==> config.mk <==
export PLATFORM = sky130hd
export DESIGN_NAME = stepper_move_sequencer_flat
export DESIGN_NICKNAME = d
export VERILOG_FILES = /design/src/rtl/stepper_move_sequencer_if.sv /design/src/rtl/stepper_move_sequencer.sv /design/src/flat_wrapper.sv
export SDC_FILE = /design/constraint.sdc
export NUM_CORES = 1
export LEC_CHECK = 0
export BUFFER_PORTS_ARGS = -buffer_cell sky130_fd_sc_hd__buf_4
export CORE_ASPECT_RATIO = 1.75
export CORE_MARGIN = 5
export CORE_UTILIZATION = 50
export CTS_CLUSTER_DIAMETER = 50
export CTS_CLUSTER_SIZE = 25
export DETAILED_ROUTE_END_ITERATION = 7
export PLACE_DENSITY = 0.73
export SYNTH_ARGS = -nofsm -noshare
export SYNTH_HDL_FRONTEND = slang
export SYNTH_SLANG_ARGS = --single-unit
==> constraint.sdc <==
create_clock -name clk -period 4.8 [get_ports clk]
set_input_delay 0.96 -clock clk [delete_from_list [all_inputs] [get_ports clk]]
set_output_delay 0.96 -clock clk [all_outputs]
set_load 0.01 [all_outputs]
==> src/rtl/stepper_move_sequencer_if.sv <==
// Command channel from the step-calculation stage into the move sequencer.
//   master : drives cmd_valid, cmd_steps1/2, cmd_dir1/2; receives cmd_ready
//   slave  : receives the command fields; drives cmd_ready
// A command is consumed on a clock edge where cmd_valid && cmd_ready.
interface stepper_move_sequencer_if #(
  parameter int CNT_W = 8
);
  logic             cmd_valid;
  logic             cmd_ready;
  logic [CNT_W-1:0] cmd_steps1;
  logic [CNT_W-1:0] cmd_steps2;
  logic             cmd_dir1;
  logic             cmd_dir2;

  modport master (
    output cmd_valid, cmd_steps1, cmd_steps2, cmd_dir1, cmd_dir2,
    input  cmd_ready
  );

  modport slave (
    input  cmd_valid, cmd_steps1, cmd_steps2, cmd_dir1, cmd_dir2,
    output cmd_ready
  );
endinterface

==> src/rtl/stepper_move_sequencer.sv <==
// Two-axis move sequencer: accepts one move (step counts + directions) and
// drives both stepper drivers' STEP/DIR pins.  Both axes pulse in shared
// time slots, so a move lasts max(steps1, steps2) slots.
//
// Ports
//   clk            system clock
//   reset          asynchronous, active-high reset
//   io_cmd         command channel (slave side; cmd_ready high only in IDLE)
//   i_abort        stop the current move at once (ignored in IDLE)
//   o_step1/2      STEP pins, registered, high only during HIGH
//   o_dir1/2       DIR pins, updated only on command accept
//   o_busy         move in progress (any state except IDLE)
//   o_done         1-cycle pulse, move completed normally
//   o_aborted      1-cycle pulse, move ended by abort
//   o_remaining1/2 pulses not yet issued per axis
//
// state   | meaning
// --------+-----------------------------------------------------------
// S_IDLE  | waiting for a command, cmd_ready = 1
// S_SETUP | DIR pins settling before the first STEP edge (DIR_SETUP cycles)
// S_HIGH  | STEP high on axes with pulses left (PULSE_WIDTH cycles)
// S_LOW   | STEP low, rest of the slot (STEP_PERIOD-PULSE_WIDTH cycles)
// S_DONE  | one cycle, done pulse
module stepper_move_sequencer #(
  parameter int CNT_W       = 8,
  parameter int STEP_PERIOD = 50000,
  parameter int PULSE_WIDTH = 100,
  parameter int DIR_SETUP   = 20
) (
  input  logic                     clk,
  input  logic                     reset,
  stepper_move_sequencer_if.slave  io_cmd,
  input  logic                     i_abort,
  output logic                     o_step1,
  output logic                     o_step2,
  output logic                     o_dir1,
  output logic                     o_dir2,
  output logic                     o_busy,
  output logic                     o_done,
  output logic                     o_aborted,
  output logic [CNT_W-1:0]         o_remaining1,
  output logic [CNT_W-1:0]         o_remaining2
);

  localparam int PH_MAX = (STEP_PERIOD > DIR_SETUP) ? STEP_PERIOD : DIR_SETUP;
  localparam int PH_W   = $clog2(PH_MAX + 1);

  // Phase counter load values: a state lasting N cycles loads N-1 and
  // leaves when the counter reads zero.
  localparam logic [PH_W-1:0] LD_SETUP = PH_W'(DIR_SETUP - 1);
  localparam logic [PH_W-1:0] LD_HIGH  = PH_W'(PULSE_WIDTH - 1);
  localparam logic [PH_W-1:0] LD_LOW   = PH_W'(STEP_PERIOD - PULSE_WIDTH - 1);

  typedef enum logic [2:0] {
    S_IDLE,
    S_SETUP,
    S_HIGH,
    S_LOW,
    S_DONE
  } state_t;

  state_t           r_state;
  state_t           w_state_nxt;
  logic [PH_W-1:0]  r_phase;
  logic [PH_W-1:0]  w_phase_nxt;
  logic [CNT_W-1:0] r_rem1;
  logic [CNT_W-1:0] r_rem2;
  logic [CNT_W-1:0] w_rem1_nxt;
  logic [CNT_W-1:0] w_rem2_nxt;
  logic             r_dir1;
  logic             r_dir2;
  logic             w_dir1_nxt;
  logic             w_dir2_nxt;
  logic             r_step1;
  logic             r_step2;
  logic             w_step1_nxt;
  logic             w_step2_nxt;
  logic             r_aborted;
  logic             w_aborted_nxt;

  logic             w_ready;
  logic             w_accept;
  logic             w_phase_end;

  // Ready is masked while reset is held so every output reads 0 in reset.
  assign w_ready     = (r_state == S_IDLE) && !reset;
  assign w_accept    = io_cmd.cmd_valid && w_ready;
  assign w_phase_end = (r_phase == '0);

  always_ff @(posedge clk or posedge reset) begin
    if (reset) begin
      r_state <= S_IDLE;
    end else begin
      r_state <= w_state_nxt;
    end
  end

  always_comb begin
    w_state_nxt   = r_state;
    w_phase_nxt   = w_phase_end ? '0 : r_phase - 1'b1;
    w_rem1_nxt    = r_rem1;
    w_rem2_nxt    = r_rem2;
    w_dir1_nxt    = r_dir1;
    w_dir2_nxt    = r_dir2;
    w_step1_nxt   = r_step1;
    w_step2_nxt   = r_step2;
    w_aborted_nxt = 1'b0;

    case (r_state)
      S_IDLE: begin
        w_phase_nxt = '0;
        if (w_accept) begin
          w_rem1_nxt = io_cmd.cmd_steps1;
          w_rem2_nxt = io_cmd.cmd_steps2;
          w_dir1_nxt = io_cmd.cmd_dir1;
          w_dir2_nxt = io_cmd.cmd_dir2;
          if ((io_cmd.cmd_steps1 == '0) && (io_cmd.cmd_steps2 == '0)) begin
            w_state_nxt = S_DONE;
          end else begin
            w_state_nxt = S_SETUP;
            w_phase_nxt = LD_SETUP;
          end
        end
      end
      S_SETUP: begin
        if (w_phase_end) begin
          w_state_nxt = S_HIGH;
          w_phase_nxt = LD_HIGH;
          w_step1_nxt = (r_rem1 != '0);
          w_step2_nxt = (r_rem2 != '0);
        end
      end
      S_HIGH: begin
        if (w_phase_end) begin
          w_state_nxt = S_LOW;
          w_phase_nxt = LD_LOW;
          w_step1_nxt = 1'b0;
          w_step2_nxt = 1'b0;
          if (r_rem1 != '0) w_rem1_nxt = r_rem1 - 1'b1;
          if (r_rem2 != '0) w_rem2_nxt = r_rem2 - 1'b1;
        end
      end
      S_LOW: begin
        if (w_phase_end) begin
          if ((r_rem1 == '0) && (r_rem2 == '0)) begin
            w_state_nxt = S_DONE;
          end else begin
            w_state_nxt = S_HIGH;
            w_phase_nxt = LD_HIGH;
            w_step1_nxt = (r_rem1 != '0);
            w_step2_nxt = (r_rem2 != '0);
          end
        end
      end
      S_DONE: begin
        w_state_nxt = S_IDLE;
      end
      default: begin
        w_state_nxt = S_IDLE;
      end
    endcase

    // Abort overrides whatever the state decided this cycle, including a
    // pending decrement at the end of HIGH: counts freeze where they are.
    if (i_abort && (r_state != S_IDLE)) begin
      w_state_nxt   = S_IDLE;
      w_phase_nxt   = '0;
      w_rem1_nxt    = r_rem1;
      w_rem2_nxt    = r_rem2;
      w_step1_nxt   = 1'b0;
      w_step2_nxt   = 1'b0;
      w_aborted_nxt = 1'b1;
    end
  end

  always_ff @(posedge clk or posedge reset) begin
    if (reset) begin
      r_phase   <= '0;
      r_rem1    <= '0;
      r_rem2    <= '0;
      r_dir1    <= 1'b0;
      r_dir2    <= 1'b0;
      r_step1   <= 1'b0;
      r_step2   <= 1'b0;
      r_aborted <= 1'b0;
    end else begin
      r_phase   <= w_phase_nxt;
      r_rem1    <= w_rem1_nxt;
      r_rem2    <= w_rem2_nxt;
      r_dir1    <= w_dir1_nxt;
      r_dir2    <= w_dir2_nxt;
      r_step1   <= w_step1_nxt;
      r_step2   <= w_step2_nxt;
      r_aborted <= w_aborted_nxt;
    end
  end

  assign io_cmd.cmd_ready = w_ready;
  assign o_step1          = r_step1;
  assign o_step2          = r_step2;
  assign o_dir1           = r_dir1;
  assign o_dir2           = r_dir2;
  assign o_busy           = (r_state != S_IDLE);
  assign o_done           = (r_state == S_DONE);
  assign o_aborted        = r_aborted;
  assign o_remaining1     = r_rem1;
  assign o_remaining2     = r_rem2;

endmodule
==> src/flat_wrapper.sv <==
// flat-port wrapper written by rule: the top's interface ports become plain ports
module stepper_move_sequencer_flat 
#(
  parameter int CNT_W       = 8,
  parameter int STEP_PERIOD = 50000,
  parameter int PULSE_WIDTH = 100,
  parameter int DIR_SETUP   = 20
)
  (clk, reset, i_abort, o_step1, o_step2, o_dir1, o_dir2, o_busy, o_done, o_aborted, o_remaining1, o_remaining2, io_cmd_cmd_valid, io_cmd_cmd_steps1, io_cmd_cmd_steps2, io_cmd_cmd_dir1, io_cmd_cmd_dir2, io_cmd_cmd_ready);
  stepper_move_sequencer_if #(.CNT_W(CNT_W)) io_cmd_i ();
  input  logic clk;
  input  logic reset;
  input  logic i_abort;
  output logic o_step1;
  output logic o_step2;
  output logic o_dir1;
  output logic o_dir2;
  output logic o_busy;
  output logic o_done;
  output logic o_aborted;
  output logic [CNT_W-1:0] o_remaining1;
  output logic [CNT_W-1:0] o_remaining2;
  input wire logic [$bits(io_cmd_i.cmd_valid)-1:0] io_cmd_cmd_valid;
  input wire logic [$bits(io_cmd_i.cmd_steps1)-1:0] io_cmd_cmd_steps1;
  input wire logic [$bits(io_cmd_i.cmd_steps2)-1:0] io_cmd_cmd_steps2;
  input wire logic [$bits(io_cmd_i.cmd_dir1)-1:0] io_cmd_cmd_dir1;
  input wire logic [$bits(io_cmd_i.cmd_dir2)-1:0] io_cmd_cmd_dir2;
  output wire logic [$bits(io_cmd_i.cmd_ready)-1:0] io_cmd_cmd_ready;
  assign io_cmd_i.cmd_valid = io_cmd_cmd_valid;
  assign io_cmd_i.cmd_steps1 = io_cmd_cmd_steps1;
  assign io_cmd_i.cmd_steps2 = io_cmd_cmd_steps2;
  assign io_cmd_i.cmd_dir1 = io_cmd_cmd_dir1;
  assign io_cmd_i.cmd_dir2 = io_cmd_cmd_dir2;
  assign io_cmd_cmd_ready = io_cmd_i.cmd_ready;
  stepper_move_sequencer #(.CNT_W(CNT_W), .STEP_PERIOD(STEP_PERIOD), .PULSE_WIDTH(PULSE_WIDTH), .DIR_SETUP(DIR_SETUP)) u_core (.clk(clk), .reset(reset), .io_cmd(io_cmd_i), .i_abort(i_abort), .o_step1(o_step1), .o_step2(o_step2), .o_dir1(o_dir1), .o_dir2(o_dir2), .o_busy(o_busy), .o_done(o_done), .o_aborted(o_aborted), .o_remaining1(o_remaining1), .o_remaining2(o_remaining2));
endmodule
==> metrics.md, run 1 <==
| Metric | Value |
|---|---|
| Measured slew at the worst slew-check pin | `0.788 ns` |
| Routability cong. | `0.876` |
| Most frequent cells in the layout | `47 x buf_4, 40 x dfrtp_1, 33 x nand2_1` |
| Delay-heaviest family, CP | `simple AND/OR/NAND/NOR gates` |
| Nets | `340` |
| Core Region | `4670 sq um` |
| IO Port Bufs | `45` |
| First-pass GRT wire length | `10300 um` |
| Filler cells | `428` |
| Syn_area_per_cell | `8.89 sq um` |
| Critical path class | `flip-flop to output pin` |
| DR iter-0 viols | `107` |
| Synth Warn # | `0` |
| Initial antenna violation count | `0` |
| Delay of the slowest critical-path stage | `0.53 ns` |
| TritonCTS Buffers | `5` |
| Vias | `2210` |
| Post-CTS setup buffer count | `0` |
| Max Root-Sink Buffers | `2` |
| Die W | `approximately 62 um` |
| Post-CTS sizing | `0` |
| Leakage | `about 1.2 nW` |
| Critical-path cell list | `nor3_1 > inv_1 > nor2_1 > buf_4` |
| Drt first pass iters | `4` |
| Critical path arrival | `1.68 ns` |
| Req. time, crit path | `3.84 ns` |
| H-tree Lvls | `2` |
| FMAX | `roughly 0.38 GHz` |
| CTS tree | `built` |
| TNS Setup | `0 ns` |
| DRT antenna net count | `0` |
| Hold Buf Count CTS | `0` |
| Number of stages on the worst setup path | `4` |
| Post-synth top flop | `dfrtp_1` |
| Unrepaired setup endpoints after global routing | `no` |
| Worst setup EP type | `output pin` |
| EDFF count, synth | `0` |
| Layout area overhead | `19.6%` |
| Pins Over Slew Limit | `0` |
| Starting Density | `51.6%` |
| Clk sink count | `40` |
| Asr flop ratio synth | `between 90% and 100%` |
| Vias in the first global route | `2250` |
| Worst Setup Start Kind | `flip-flop` |
| Final setup viols | `0` |
| Die area | `around 6400 sq um` |
| Vias/cell | `6.02` |
| Die Y | `102 um` |
| Power per cell area | `658 nW/um^2` |
| Num ports | `46` |
| GR Util All Layers | `19.6%` |
| Clk_lat worst skew | `0.29 ns` |
| Slew HR | `46.9%` |
| Min-delay worst type | `flip-flop to flip-flop` |
| Max cap viols | `0` |
| CP max FO | `12` |
| Post-synthesis register bit count | `40` |
| Max IR drop VDD | `0.462 mV` |
| Drt drc | `0` |
| Most common cell after layout, fill and taps aside | `buf_4` |
| Worst Hold Depth | `1` |
| # diodes | `0` |
| Clk root buf | `clkbuf_8` |
| Outcome | `finished, final reports clean` |
| Clock skew | `0.00436 ns` |
| Cells after Synth | `271` |
| Final period utilization | `roughly 55%` |
| Grt ovf | `0` |
| Min Tclk post-route | `2.64 ns` |
| R2R cell count | `7` |
| Layout cell share with drive strength beyond 1 | `21.3%` |
| Detail Placement HPWL | `4400 um` |
| Area after DPL | `2770 sq um` |
| Clk slew on worst S/H paths | `0.08 ns` |
| Fin area | `2880 sq um` |
| Largest net degree at the start of global routing | `42` |
| Worst path slowest cell | `dfrtp_1` |
| CP bufs+invs | `2` |
| Fin. Hold Viols | `0` |
| DR WL/cell | `between 15 and 20 um` |
| Synthesized area | `approximately 2400 sq um` |
| Core Util, Final | `61.7%` |
| Sequential element share of the synthesized area | `41.6%` |
| Syn nets | `297` |
| WL final | `5980 um` |
| FP Rows | `33` |
| Synth unique cells | `45` |
cells in the mapped netlist (4+ instances only):
cell | n | share of area, %
a211oi_1 | 4 | 1.2
a21oi_1 | 31 | 6.4
and3_1 | 4 | 1.0
clkbuf_1 | 7 | 1.1
dfrtp_1 | 40 | 42
ha_1 | 4 | 2.1
inv_1 | 13 | 2.0
nand2_1 | 33 | 5.1
nand2b_1 | 6 | 1.6
nand3_1 | 13 | 2.7
nor2_1 | 26 | 4.1
nor3_1 | 8 | 1.7
nor4_1 | 6 | 1.6
o211ai_1 | 7 | 2.2
o21ai_0 | 12 | 2.5
o22ai_1 | 4 | 1.0
xnor2_1 | 7 | 2.5
cell type report:
| type | count | area (sq um) | area share (%) |
|---|---|---|---|
| tap | 52 | 65.1 | 2.26 |
| clock inverter | 2 | 35.0 | 1.22 |
| clock buffer | 6 | 72.6 | 2.52 |
| sequential | 40 | 1000 | 34.8 |
| inverter | 13 | 48.8 | 1.69 |
| timing repair buffer | 47 | 353 | 12.3 |
| multi-input combinational | 207 | 1310 | 45.3 |
path summary, 6_finish.rpt:
path / from / endpoint / slack, ns
hold / removal: u_core.r_phase[14]$_DFF_PP0_ / u_core.r_phase[14]$_DFF_PP0_ / 0.49
hold reg to reg: u_core.r_phase[14]$_DFF_PP0_ / u_core.r_phase[14]$_DFF_PP0_ / 0.49
max in group asynchronous: reset / u_core.r_phase[12]$_DFF_PP0_ / 3.61
setup reg to reg: u_core.o_remaining2[0]$_DFFE_PP0P_ / u_core.r_phase[1]$_DFF_PP0_ / 2.24
min in group asynchronous: reset / u_core.r_state[0]$_DFFE_PP0P_ / 0.84
setup / recovery: u_core.r_state[0]$_DFFE_PP0P_ / io_cmd_cmd_ready / 2.16
metal layers:
metal / routed length, um / track usage (%) / share of wire [%] / vias up
li1: - / - / - / 1075
met1: 2360 / 22.1 / 39 / 1060
met2: 3160 / 35.4 / 53 / 59
met3: 276 / 3.96 / 4.6 / 16
met4: 181 / 8.82 / 3.0 / 0
met5: 0 / 0 / 0 / -
state kept, by name (all words and copies together) (netlist names):
register / count
u_core.o_remaining2: 8
u_core.o_dir2: 1
u_core.o_remaining1: 8
u_core.o_step2: 1
u_core.r_state: 3
u_core.r_phase: 16
u_core.o_step1: 1
u_core.o_dir1: 1
u_core.o_aborted: 1
power breakdown:
part           total (mW)  internal (mW)  switching (mW)
sequential          0.650          0.465           0.185
combinational       0.974          0.430           0.543
clock               0.271          0.154           0.117
total                1.89           1.05           0.845
kinds of logic (layout without fill, tap and decap cells):
group	after synthesis	in the layout	share of synthesized area [%]
flops	40	40	41.6
fa+ha+maj	4	4	2.08
xor+xnor	10	10	3.64
mux	2	2	0.935
buf+inv	24	68	4.47
compound gates	78	78	21.2
simple gates	113	113	26.1
through the flow:
stage          hold WS (ns)  power, mW  setup WS (ns)  std cells
2_1_floorplan         0.449       1.31           2.00        271
3_3_place_gp          0.470       1.61           2.13        359
3_5_place_dp          0.472       1.63           2.16        359
4_1_cts               0.486       1.91           2.18        367
5_1_grt               0.508       2.06           2.03        367
6_report              0.488       1.89           2.16        367
No activity file was read; power rests on OpenSTA's default activity.
==> run 2, diff against run 1 <==
Settings changed: ABC_AREA set to 1, PLACE_DENSITY 0.73 to 0.76.
Clock period 4.8 ns to 2.3 ns, I/O delays scaled along.
==> run 2 against run 1 <==
Clock power rose by 82%. Die area rose by 5.5%. Final area rose by 5.4%. Non-clock buffer count did not move. Utilization fell by 0.75 points. Critical path type is now flip-flop to flip-flop. Largest cell class unchanged.
==> metrics.md, run 2 <==
| Metric | Value |
|---|---|
| Cells after Synth | `367 (+35%)` |
| Fin. Hold Viols | `0 (unchanged)` |
| # diodes | `0 (unchanged)` |
| Die area | `6710 sq um (+5.5%)` |
| Vias/cell | `5.29 (-12%)` |
| DR iter-0 viols | `129 (+21%)` |
| Asr flop ratio synth | `100% (unchanged)` |
| Power per cell area | `1510 nW/um^2 (+130%)` |
| Main area contributors after synthesis | `dfrtp_1 39%, nand2_1 17%, nor2_1 8.3%` |
| Filler cells | `479 (+12%)` |
| Pins Over Slew Limit | `0 (unchanged)` |
| FMAX | `0.531 GHz` |
| Syn nets | `393 (+32%)` |
| Largest register by flop count | `u_core.r_phase` |
| Synthesized area | `2560 sq um (+6.4%)` |
| Clk_lat worst skew | `0.29 ns (about the same)` |
| FP Rows | `34 (+3.0%)` |
| Worst Setup Start Kind | `flip-flop` |
| GR Util All Layers | `19.8% (+0.25 points)` |
| Slew HR | `65.3% (+18 points)` |
| Most frequent cells in the layout | `113 x nand2_1, 57 x nor2_1, 47 x buf_4` |
| TritonCTS Buffers | `5 (unchanged)` |
| Unrepaired setup endpoints after global routing | `no` |
| Post-synth top area share | `39.1% (-2.5 points)` |
| Drt drc | `0 (unchanged)` |
| H-tree Lvls | `2 (unchanged)` |
| Seq. cell area | `1000 sq um (unchanged)` |
| Clk sink count | `40 (unchanged)` |
| Starting Density | `51.5% (-0.14 points)` |
| Req. time, crit path | `2.53 ns (-1.31 ns)` |
| Clock skew | `0.00752 ns (+0.00315 ns)` |
| IO Port Bufs | `45 (unchanged)` |
| Die W | `64.1 um (+2.6%)` |
| Synth unique cells | `30 (-33%)` |
| Worst setup EP type | `flip-flop` |
| CTS tree | `built` |
| Core Region | `4980 sq um (+6.7%)` |
| Min-delay worst type | `primary input to asynchronous set/reset pin` |
| Synth Warn # | `0 (unchanged)` |
| Min Tclk post-route | `around 1.9 ns` |
| Synth cell count leaders | `113 x nand2_1, 57 x nor2_1, 40 x dfrtp_1` |
| Nets | `441 (+30%)` |
| CP max FO | `25 (+13)` |
| Measured slew at the worst slew-check pin | `0.521 ns (-0.267 ns)` |
| First-pass GRT wire length | `10900 um (+6.6%)` |
| Vias in the first global route | `2577 (+15%)` |
| Clk slew on worst S/H paths | `0.08 ns (about the same)` |
| Post-CTS setup buffer count | `0 (unchanged)` |
| Drt first pass iters | `4 (unchanged)` |
| Detail Placement HPWL | `4890 um (+11%)` |
| Post-CTS sizing | `0 (unchanged)` |
| Sequential element share of the synthesized area | `39.1% (-2.5 points)` |
| Grt ovf | `0 (unchanged)` |
| Critical path arrival | `2.11 ns (+0.43 ns)` |
| Routability cong. | `0.993 (+13%)` |
| Final setup viols | `0 (unchanged)` |
| Vias | `2484 (+12%)` |
| TNS Setup | `0 ns (unchanged)` |
| Hold Buf Count CTS | `0 (unchanged)` |
| Layout area overhead | `18.5%` |
| EDFF count, synth | `0 (unchanged)` |
| Largest net degree at the start of global routing | `41 (-2.4%)` |
| Most common cell after layout, fill and taps aside | `nand2_1` |
| Max reg flops | `16 (unchanged)` |
| Top-count cell post-synth | `nand2_1` |
| Max Root-Sink Buffers | `2 (unchanged)` |
| Layout cell share with drive strength beyond 1 | `16.6% (-4.7 points)` |
| DRT antenna net count | `0 (unchanged)` |
| Leakage | `1.59 nW (+30%)` |
| Max IR drop VDD | `0.853 mV (+85%)` |
| Post-synthesis register bit count | `40 (unchanged)` |
| Multi-input logic area | `1380 sq um (+5.9%)` |
| DR WL/cell | `13.2 um (-19%)` |
| Outcome | `finished, final reports clean` |
| Syn_area_per_cell | `6.98 sq um (-21%)` |
| Die Y | `105 um (+2.8%)` |
| Num ports | `46 (unchanged)` |
| Final period utilization | `81.8%` |
| Max cap viols | `0 (unchanged)` |
| Largest area contributor in the netlist | `dfrtp_1` |
| WL final | `6220 um (+4.1%)` |
| Critical path class | `flip-flop to flip-flop` |
| Post-synth top flop | `dfrtp_1` |
| Clk root buf | `clkbuf_8` |
| Tot Pwr | `4.58 mW (+140%)` |
| Initial antenna violation count | `0 (unchanged)` |
-- run 2: cell types whose count changed in the layout (fill, tap and decap cells not counted), moves of 13 or more --
cell,before,now
a21oi_1,31,10
inv_1,13,37
nand2_1,33,113
nand3_1,13,26
nor2_1,26,57
o21ai_1,3,16
-- run 2: cell type report --
type	instances	area share, %
multi-input combinational	284	45.5
tap	54	2.23
clock inverter	2	0.330
inverter	37	4.58
clock buffer	6	2.72
timing repair buffer	47	11.6
sequential	40	33.0
-- run 2: worst max-delay path, cell delays in order, from the launching register on --
cell	delay, ns
dfrtp_1	0.46
nor2_4	0.24
nand2_2	0.31
inv_1	0.42
nor2_1	0.09
a31oi_1	0.15
nand2_1	0.07
o21ai_1	0.07
-- run 2: path summary, 6_finish.rpt --
check / startpoint / slack (ns) / end / cells past startpoint
setup / recovery: u_core.r_state[0]$_DFFE_PP0P_ / 0.42 / u_core.o_remaining1[4]$_DFFE_PP0P_ / 7
hold / removal: reset / 0.35 / u_core.r_state[0]$_DFFE_PP0P_ / 3
setup reg to reg: u_core.r_state[0]$_DFFE_PP0P_ / 0.42 / u_core.o_remaining1[4]$_DFFE_PP0P_ / 7
hold reg to reg: u_core.o_step1$_DFFE_PP0P_ / 0.49 / u_core.o_step1$_DFFE_PP0P_ / 2
max in group asynchronous: reset / 1.59 / u_core.o_aborted$_DFF_PP0_ / 3
min in group clk: io_cmd_cmd_dir2 / 0.36 / u_core.o_dir2$_DFFE_PP0P_ / 3
-- run 2: logic make-up after synthesis --
logic type,after synthesis,synth area share (%)
XOR/XNOR,11,3.76
flip-flops,40,39.1
buffers and inverters,43,6.98
AND/OR/NAND/NOR,220,38.0
adder cells (fa/ha/maj),4,1.95
AO/OA/AOI/OAI,49,10.3
-- run 2: layer usage --
| metal | track usage [%] | up-vias | routed length, um |
|---|---|---|---|
| met1 | 19.2 | 1148 | 2280 |
| met4 | 8.88 | 0 | 178 |
| met2 | 38.7 | 55 | 3520 |
| met5 | 0 | - | 0 |
| met3 | 3.54 | 14 | 242 |
| li1 | - | 1267 | - |
-- run 2: where the power goes --
group          internal [mW]  total [mW]  switching, mW
combinational           1.07        2.77           1.71
clock                  0.240       0.492          0.253
sequential              1.02        1.32          0.303
total                   2.32        4.58           2.26
-- run 2: through the flow --
stage / worst slack, ns / instances / cell area [sq um] / hold slack [ns] / utilization, %
after floorplan: 0.117 / 367 / 2560 / 0.459 / -
after global placement: 0.481 / 462 / 2940 / 0.468 / 59.1
after detailed placement: 0.425 / 462 / 2940 / 0.473 / 59.1
after CTS: 0.414 / 470 / 3040 / 0.361 / 61.0
after global routing: 0.157 / 470 / 3040 / 0.365 / 61.0
final: 0.418 / 470 / 3040 / 0.350 / 61.0
==> run 3, diff against run 2 <==
Settings changed: ABC_AREA 1 to 0, PLACE_DENSITY 0.76 to 0.73.
Clock period 2.3 ns to 1.9 ns, I/O delays scaled along.
==> run 3 against run 2 <==
The flow now finishes with violations (setup timing). Cell count is 4.3% lower. First-iteration DRC count rose by 12%. Sequential power grew 14%. Worst setup slack worse by 0.81 ns. Clock power is 23% higher. Global-route usage rose by 4.4 points. Utilization increased by 22 points. Die area shrank 5.3%. Non-clock buffer count up 83. Count of clock-buffer cells in the layout did not move. Critical path type unchanged. Largest power group unchanged. Highest routed layer unchanged.
==> metrics.md, run 3 (synthesis results as in run 1) <==
| Metric | Value |
|---|---|
| Min-delay worst type | `primary input to asynchronous set/reset pin` |
| Filler cells | `268 (-44%)` |
| Clk sink count | `40 (unchanged)` |
| Unrepaired setup endpoints after global routing | `yes` |
| Grt met1 use | `25.8% (+6.6 points)` |
| Final period utilization | `120% (+39 points)` |
| Vias | `2785 (+12%)` |
| Drt drc | `0 (unchanged)` |
| Max IR drop VDD | `1.18 mV (+39%)` |
| Measured slew at the worst slew-check pin | `0.536 ns (+0.0153 ns)` |
| Max cap viols | `0 (unchanged)` |
| First-pass GRT wire length | `12500 um (+15%)` |
| DRT antenna net count | `0 (unchanged)` |
| Worst reg2reg endpoint | `u_core.r_phase[1]$_DFF_PP0_` |
| Hold Buf Count CTS | `0 (unchanged)` |
| Req. time, crit path | `2.09 ns (-0.44 ns)` |
| Clk root buf | `clkbuf_8` |
| Met2 Use GR | `44.6% (+5.9 points)` |
| Starting Density | `51.6% (+0.14 points)` |
| Clk slew on worst S/H paths | `0.08 ns (about the same)` |
| Slew HR | `64.2% (-1.0 points)` |
| Min Tclk post-route | `2.29 ns (+0.407 ns)` |
| Multi-input logic area | `1600 sq um (+16%)` |
| Worst path slowest cell | `or4b_4` |
| Leakage | `1.68 nW (+5.7%)` |
| CTS tree | `built` |
| CP max FO | `4 (-84%)` |
| Critical-path cell list | `inv_2 > ha_4 > or4b_4 > nor4_4 > buf_4 > a41oi_2 > a2111o_1 > and3_1` |
| TritonCTS Buffers | `5 (unchanged)` |
| Grt ovf | `0 (unchanged)` |
| Fin. Hold Viols | `0 (unchanged)` |
| Inst Count DP | `419 (-9.3%)` |
| Max reg flops | `16 (unchanged)` |
| Vias in the first global route | `2723 (+5.7%)` |
| Fin area | `3860 sq um (+27%)` |
| H-tree Lvls | `2 (unchanged)` |
| Failing checks | `setup timing` |
| TNS Setup | `-6.32 ns (-6.32 ns)` |
| Outcome | `complete, but fails checks` |
| Area after DPL | `3270 sq um (+11%)` |
| Die Y | `102 um (-2.8%)` |
| Most frequent cells in the layout | `118 x buf_4, 40 x dfrtp_1, 32 x nand2_1` |
| Critical path class | `flip-flop to flip-flop` |
| Drt first pass iters | `5 (+1)` |
| Fin cells | `450 (-4.3%)` |
| Most Crowded Layer GR | `met2` |
| Detail Placement HPWL | `5000 um (+2.2%)` |
| Die area | `6360 sq um (-5.3%)` |
| Reg-to-Reg Start | `u_core.o_remaining2[1]$_DFFE_PP0P_` |
| Layout cell share with drive strength beyond 1 | `49.2% (+33 points)` |
| Core Region | `4670 sq um (-6.3%)` |
| DR iter-0 viols | `144 (+12%)` |
| PnR worst setup slack | `-0.388 ns (-0.807 ns)` |
| Met3 Usage GRT | `4.40% (+0.86 points)` |
| Vias/cell | `6.19 (+17%)` |
| Largest net degree at the start of global routing | `41 (unchanged)` |
| Max Root-Sink Buffers | `2 (unchanged)` |
| Critical path arrival | `2.48 ns (+0.37 ns)` |
| DR WL/cell | `18.8 um (+42%)` |
| WL final | `8450 um (+36%)` |
| GR Util All Layers | `24.2% (+4.4 points)` |
| Pins Over Slew Limit | `0 (unchanged)` |
| Routability cong. | `0.828 (-17%)` |
| # diodes | `0 (unchanged)` |
| Die W | `62.5 um (-2.6%)` |
| Worst Setup Start Kind | `flip-flop` |
| Power per cell area | `1680 nW/um^2 (+11%)` |
| Worst setup EP type | `flip-flop` |
| Reg-to-reg setup timing slack | `-0.39 ns (-0.81 ns)` |
| Num ports | `46 (unchanged)` |
| Delay of the slowest critical-path stage | `0.48 ns (+0.02 ns)` |
| Clk_lat worst skew | `0.30 ns (about the same)` |
| IO Port Bufs | `45 (unchanged)` |
| FP Rows | `33 (-2.9%)` |
| Layout area overhead | `60.5%` |
| Seq. cell area | `1000 sq um (unchanged)` |
| Initial antenna violation count | `0 (unchanged)` |
| Largest register by flop count | `u_core.r_phase` |
| Nets | `423 (-4.1%)` |
| R2R cell count | `8 (+1)` |
| FMAX | `0.437 GHz (-18%)` |
| Most common cell after layout, fill and taps aside | `buf_4` |
| Clock skew | `0.00702 ns (-0.000496 ns)` |
| Final setup viols | `25 (+25)` |
[run 3: cell types whose count changed in the layout (fill, tap and decap cells not counted), sizes merged, moves of 8 or more]
cell	before	now
nand2	118	33
buf	47	129
nor2	61	26
inv	37	12
a21oi	11	31
o21ai	33	15
nand3	26	13
nor4	1	9
[run 3: per-layer routing]
| metal | share of wire [%] | wire length [um] |
|---|---|---|
| met1 | 36 | 3060 |
| met2 | 55 | 4670 |
| met3 | 4.6 | 391 |
| met4 | 3.9 | 331 |
| met5 | 0 | 0 |
[run 3: through the flow]
| step | hold slack (ns) | power, mW | util (%) | setup slack (ns) |
|---|---|---|---|---|
| 6_report | 0.289 | 6.49 | 82.8 | -0.388 |
| 5_1_grt | 0.314 | 6.89 | 82.8 | -0.477 |
| 4_1_cts | 0.279 | 5.93 | 78.6 | -0.284 |
| 3_5_place_dp | 0.499 | 4.89 | 70.2 | -0.383 |
| 3_3_place_gp | 0.491 | 4.82 | 70.2 | -0.304 |
| 2_1_floorplan | 0.363 | 3.44 | - | -0.412 |
[run 3: repair_timing]
action / 4_1_cts / 5_1_grt
pin swaps: 9 / 17
gates resized for setup: 31 / 32
buffers inserted: 14 / 10
setup endpoints to repair: 26 / 37
endpoints found under the hold margin: 0 / 0
cloned: 2 / 0
[run 3: power breakdown]
group | internal (mW) | switching, mW | leakage, nW
logic | 2.15 | 2.23 | 1.14
registers | 1.18 | 0.322 | 0.495
clock network | 0.290 | 0.316 | 0.0510
[run 3: how the worst max path moves through the flow]
stage / start / end / slack (ns) / depth (start not counted)
global placement: u_core.r_phase[8]$_DFF_PP0_ / u_core.o_remaining2[5]$_DFFE_PP0P_ / -0.30 / 5
finish: u_core.o_remaining2[1]$_DFFE_PP0P_ / u_core.r_phase[1]$_DFF_PP0_ / -0.39 / 8
detailed placement: u_core.r_phase[8]$_DFF_PP0_ / u_core.o_remaining1[1]$_DFFE_PP0P_ / -0.38 / 5
global route: u_core.o_remaining2[1]$_DFFE_PP0P_ / u_core.o_remaining2[1]$_DFFE_PP0P_ / -0.48 / 10
CTS: u_core.o_remaining2[0]$_DFFE_PP0P_ / u_core.r_phase[1]$_DFF_PP0_ / -0.28 / 7
floorplan: u_core.o_remaining2[0]$_DFFE_PP0P_ / u_core.r_phase[1]$_DFF_PP0_ / -0.41 / 7
[run 3: critical path: cells and delay by family, from the launching register on]
kind	cells	cell delay, ns
flops	1	0.40
simple gates	3	0.89
buf+inv	2	0.28
compound gates	2	0.45
fa+ha+maj	1	0.14
[run 3: area by class of cell]
type / instances / share of cell area [%]
clock buffer: 6 / 2.14
clock inverter: 2 / 0.259
tap: 52 / 1.68
sequential: 40 / 25.9
inverter: 13 / 1.36
timing repair buffer: 130 / 27.2
multi-input combinational: 207 / 41.4
